File: src/rtl/y86_pkg.sv
// Shared Y86-64 encodings used by the execute-stage operand selector.
package y86_pkg;
    localparam logic [3:0] I_HALT   = 4'h0;
    localparam logic [3:0] I_NOP    = 4'h1;
    localparam logic [3:0] I_RRMOVQ = 4'h2;
    localparam logic [3:0] I_IRMOVQ = 4'h3;
    localparam logic [3:0] I_RMMOVQ = 4'h4;
    localparam logic [3:0] I_MRMOVQ = 4'h5;
    localparam logic [3:0] I_OPQ    = 4'h6;
    localparam logic [3:0] I_JXX    = 4'h7;
    localparam logic [3:0] I_CALL   = 4'h8;
    localparam logic [3:0] I_RET    = 4'h9;
    localparam logic [3:0] I_PUSHQ  = 4'hA;
    localparam logic [3:0] I_POPQ   = 4'hB;

    localparam logic [1:0] ALU_ADD = 2'd0;
    localparam logic [1:0] ALU_SUB = 2'd1;
    localparam logic [1:0] ALU_AND = 2'd2;
    localparam logic [1:0] ALU_XOR = 2'd3;

    // Signed so a size cast to any datapath width sign-extends correctly.
    localparam logic signed [63:0] C_PLUS8  = 64'sd8;
    localparam logic signed [63:0] C_MINUS8 = -64'sd8;
endpackage

File: src/rtl/alu_out_reg.sv
// Enabled output register with asynchronous active-low clear.
module alu_out_reg #(
    parameter int DW = 131
) (
    input  logic          clk,
    input  logic          rst_n,
    input  logic          en,
    input  logic [DW-1:0] d,
    output logic [DW-1:0] q
);
    always_ff @(posedge clk or negedge rst_n) begin
        if (!rst_n)  q <= '0;
        else if (en) q <= d;
    end
endmodule

File: src/rtl/alu_operand_select.sv
// Execute-stage ALU operand and function selection, optionally registered.
module alu_operand_select
    import y86_pkg::*;
#(
    parameter int W       = 64,
    parameter bit REG_OUT = 1'b0
) (
    input  logic         clk,
    input  logic         rst_n,
    input  logic         en,
    input  logic [3:0]   E_icode,
    input  logic [3:0]   E_ifun,
    input  logic [W-1:0] E_valA,
    input  logic [W-1:0] E_valB,
    input  logic [W-1:0] E_valC,
    output logic [W-1:0] aluA,
    output logic [W-1:0] aluB,
    output logic [1:0]   alufun,
    output logic         set_cc
);
    localparam int DW = 2*W + 3;

    logic [W-1:0] a_sel, b_sel;
    logic [1:0]   fun_sel;
    logic         cc_sel;
    logic         unused_ifun;

    assign unused_ifun = ^E_ifun[3:2];

    always_comb begin
        a_sel = '0;
        case (E_icode)
            I_RRMOVQ, I_OPQ:             a_sel = E_valA;
            I_IRMOVQ, I_RMMOVQ, I_MRMOVQ: a_sel = E_valC;
            I_CALL, I_PUSHQ:             a_sel = W'(C_MINUS8);
            I_RET, I_POPQ:               a_sel = W'(C_PLUS8);
            default:                     a_sel = '0;
        endcase
    end

    always_comb begin
        b_sel = '0;
        case (E_icode)
            I_RMMOVQ, I_MRMOVQ, I_OPQ,
            I_CALL, I_PUSHQ, I_RET, I_POPQ: b_sel = E_valB;
            default:                        b_sel = '0;
        endcase
    end

    always_comb begin
        fun_sel = ALU_ADD;
        case (E_icode)
            I_OPQ:   fun_sel = E_ifun[1:0];
            default: fun_sel = ALU_ADD;
        endcase
    end

    always_comb begin
        cc_sel = 1'b0;
        case (E_icode)
            I_OPQ:   cc_sel = 1'b1;
            default: cc_sel = 1'b0;
        endcase
    end

    generate
        if (REG_OUT) begin : g_reg
            alu_out_reg #(.DW(DW)) u_out_reg (
                .clk   (clk),
                .rst_n (rst_n),
                .en    (en),
                .d     ({a_sel, b_sel, fun_sel, cc_sel}),
                .q     ({aluA, aluB, alufun, set_cc})
            );
        end else begin : g_comb
            logic unused_ctl;
            assign unused_ctl = ^{clk, rst_n, en};
            assign {aluA, aluB, alufun, set_cc} = {a_sel, b_sel, fun_sel, cc_sel};
        end
    endgenerate
endmodule

File: config.mk
export PLATFORM = sky130hd
export DESIGN_NAME = alu_operand_select
export DESIGN_NICKNAME = d
export VERILOG_FILES = /design/src/rtl/y86_pkg.sv /design/src/rtl/alu_out_reg.sv /design/src/rtl/alu_operand_select.sv
export SDC_FILE = /design/constraint.sdc
export NUM_CORES = 1
export LEC_CHECK = 0
export BUFFER_PORTS_ARGS = -buffer_cell sky130_fd_sc_hd__buf_2
export CORE_AREA = 2 2 130 132
export DETAILED_ROUTE_END_ITERATION = 12
export DIE_AREA = 0 0 132 134
export SYNTH_ARGS = -nofsm -noshare
export SYNTH_HDL_FRONTEND = slang
export SYNTH_SLANG_ARGS = --single-unit
File: constraint.sdc
create_clock -name vclk -period 1
set_clock_uncertainty 0.05 [all_clocks]
set_input_delay 0 -clock vclk [all_inputs]
set_output_delay 0 -clock vclk [all_outputs]
set_load 0.02 [all_outputs]
==> metrics <==
DIE AREA=0.01769 sq mm; worst path arrival time=between 1000 and 1500 ps; # rows=47; Synth cell types=17; Net Sw Frac=between 50% and 60%; worst path bufs/invs=5; Routed Antenna Nets=0; worst min-delay path startpoint=E_valB[15]; Crit. End Element=output pin; final worst slack=-136.0 ps; Sequential Power Share=0%; number of global-route vias before repair=slightly above 4,000; CP required=~950 ps; combinational power share=100.0%; largest net degree at the start of global routing=38; Avg Cell Area, Syn=~6 sq um; worst hold slack=roughly 270 ps; DP Worst Slack=-214.8 ps; Setup violations, final=126; status=complete, but fails checks; DRT iter0 DRCs=between 200 and 250; crit-path leading delay family=buffers and inverters; post-synthesis sequential area ratio=0%; Startpoint Class=input pin; Port-buffer cells=~330; violations in the final reports=negative setup slack; first-pass detailed-route iteration total=4; worst path cell trace=buf_8, and2b_2, a21oi_4, buf_6, buf_12, buf_12, nor2b_1, buf_4; post-DP HPWL=11.32 mm; # DRC=0; WS Path Type=in -> out; peak supply drop=just over 0.2 mV; CP dominant cell by count=buf_12; IO Count=approximately 330; layout cells sized above 1=63.24%; number of clock buffers in the layout=0; worst setup path start=E_icode[2]; Vias/cell=around 4.6; Post-Layout Inst Area=between 0.005 and 0.006 sq mm; register area=0 sq um; fin crit share=113.6%; final WL=roughly 16 mm; fin nets=just over 900; chip height=between 100 and 150 microns; Syn Std Cell Area=between 0.002 and 0.0025 sq mm; Worst path slowest cell=and2b_2; first-pass GRT wire length=~22 mm; gr usage total=between 10% and 20%; Placer Congestion=between 0.8 and 0.9; internal power=~1500 uW; overflow left after global routing=0; minimum clock period=between 1000 and 1500 ps; yosys warns=0; Cell Area, Placed=approximately 0.0045 sq mm; Worst Max-Slew Pin Slew=between 300 and 400 ps; Routed WL per cell=~17 microns; CP Max Fanout=8; num sequential=0; Worst Hold Class=in -> out; Cells after Synth=382; Rel. slew slack=78.40%; clock share of power=0%; final hold viol count=0; Max Freq=slightly below 900 MHz; initial core utilization=14.48%; Synth Net Count=roughly 600; Max stage delay on crit path=210 ps; leak pwr=roughly 0.0026 uW; pwr dens=~550 mW/mm^2; net load switching power=between 1500 and 2000 uW; antenna violations before repair=2; Syn-to-layout area delta=134.8%; max cap viols=0; vias=approximately 4,300; RSZ-0062 raised after global routing=yes; Die X=132 microns; Slew Viols, Final=0; core area=roughly 0.016 sq mm
[synthesized netlist by cell type, types with 2 or more instances]
cell	instances	area share [%]
nor2b_1	129	34
nand2b_1	63	17
a21oi_1	60	13
o221ai_1	60	22
clkbuf_1	25	4.0
buf_2	23	4.9
nand2_1	7	1.1
a31oi_1	3	0.80
nand3_1	3	0.64
and3_1	2	0.53
[power groups by stage]
stage	Sequential, uW	Clock, uW	Combinational [uW]
after CTS	0	0	2770
after detailed placement	0	0	2360
after global routing	0	0.000269	3210
final	0	0.000269	3020
after global placement	0	0	2360
after floorplan	0	0	1300
[stage by stage]
step	cells	util [%]	TNS, ps	total power (uW)
after detailed placement	912	27.42	-16870	2363
final	932	34.00	-7278	3022
after global routing	932	34.00	-14850	3214
after floorplan	382	-	-2745	1304
after global placement	912	27.42	-16610	2359
after CTS	929	31.24	-11300	2772
[worst paths after layout]
| check | to | cells after the start |
|---|---|---|
| max | aluB[54] | 8 |
| min | aluB[15] | 3 |
[routing by layer]
metal	vias to the layer above	wire length, microns	global-route usage, %
met5	-	0	0
li1	2024	-	-
met3	24	1118	2.797
met2	226	8282	29.51
met4	0	510	6.099
met1	2035	5866	17.37
[cell usage in the layout (no fill, tap or decap)]
cell	netlist	final
and2_1	1	1
buf_6	0	29
buf_2	23	230
nor2b_4	0	19
clkbuf_16	0	2
a31oi_2	0	3
a21oi_2	1	19
a21oi_1	60	36
diode_2	0	2
nor2b_2	0	10
o221ai_1	60	49
buf_8	0	5
nand2b_2	0	3
nand2b_1	63	60
nor2b_1	129	100
and2b_2	0	1
buf_4	0	93
buf_16	0	7
o221ai_2	0	11
nand2_1	7	7
and3_1	2	2
a22o_1	1	1
nor2_1	1	1
buf_12	0	11
a21oi_4	0	6
a221o_1	1	1
nand3_1	3	3
[what timing repair did]
item,4_1_cts,5_1_grt
gates cloned,8,2
buffers inserted,9,1
resized for setup,111,113
pin swaps,12,30
setup endpoints to repair,128,128
hold buffers,0,0
[cell type report]
cell class	count	area [sq um]
Multi-Input combinational cell	333	2544
Tap cell	220	275.3
Fill cell	1709	10750
Timing Repair Buffer	377	2714
Antenna cell	2	5.005
[cell families after synthesis]
| family | count (synthesis) | share of synthesized area (%) |
|---|---|---|
| buffers and inverters | 49 | 9.071 |
| AOI/OAI and AO/OA | 126 | 36.98 |
| and+or+nand+nor | 207 | 53.95 |
No activity file was read; power rests on OpenSTA's default activity.
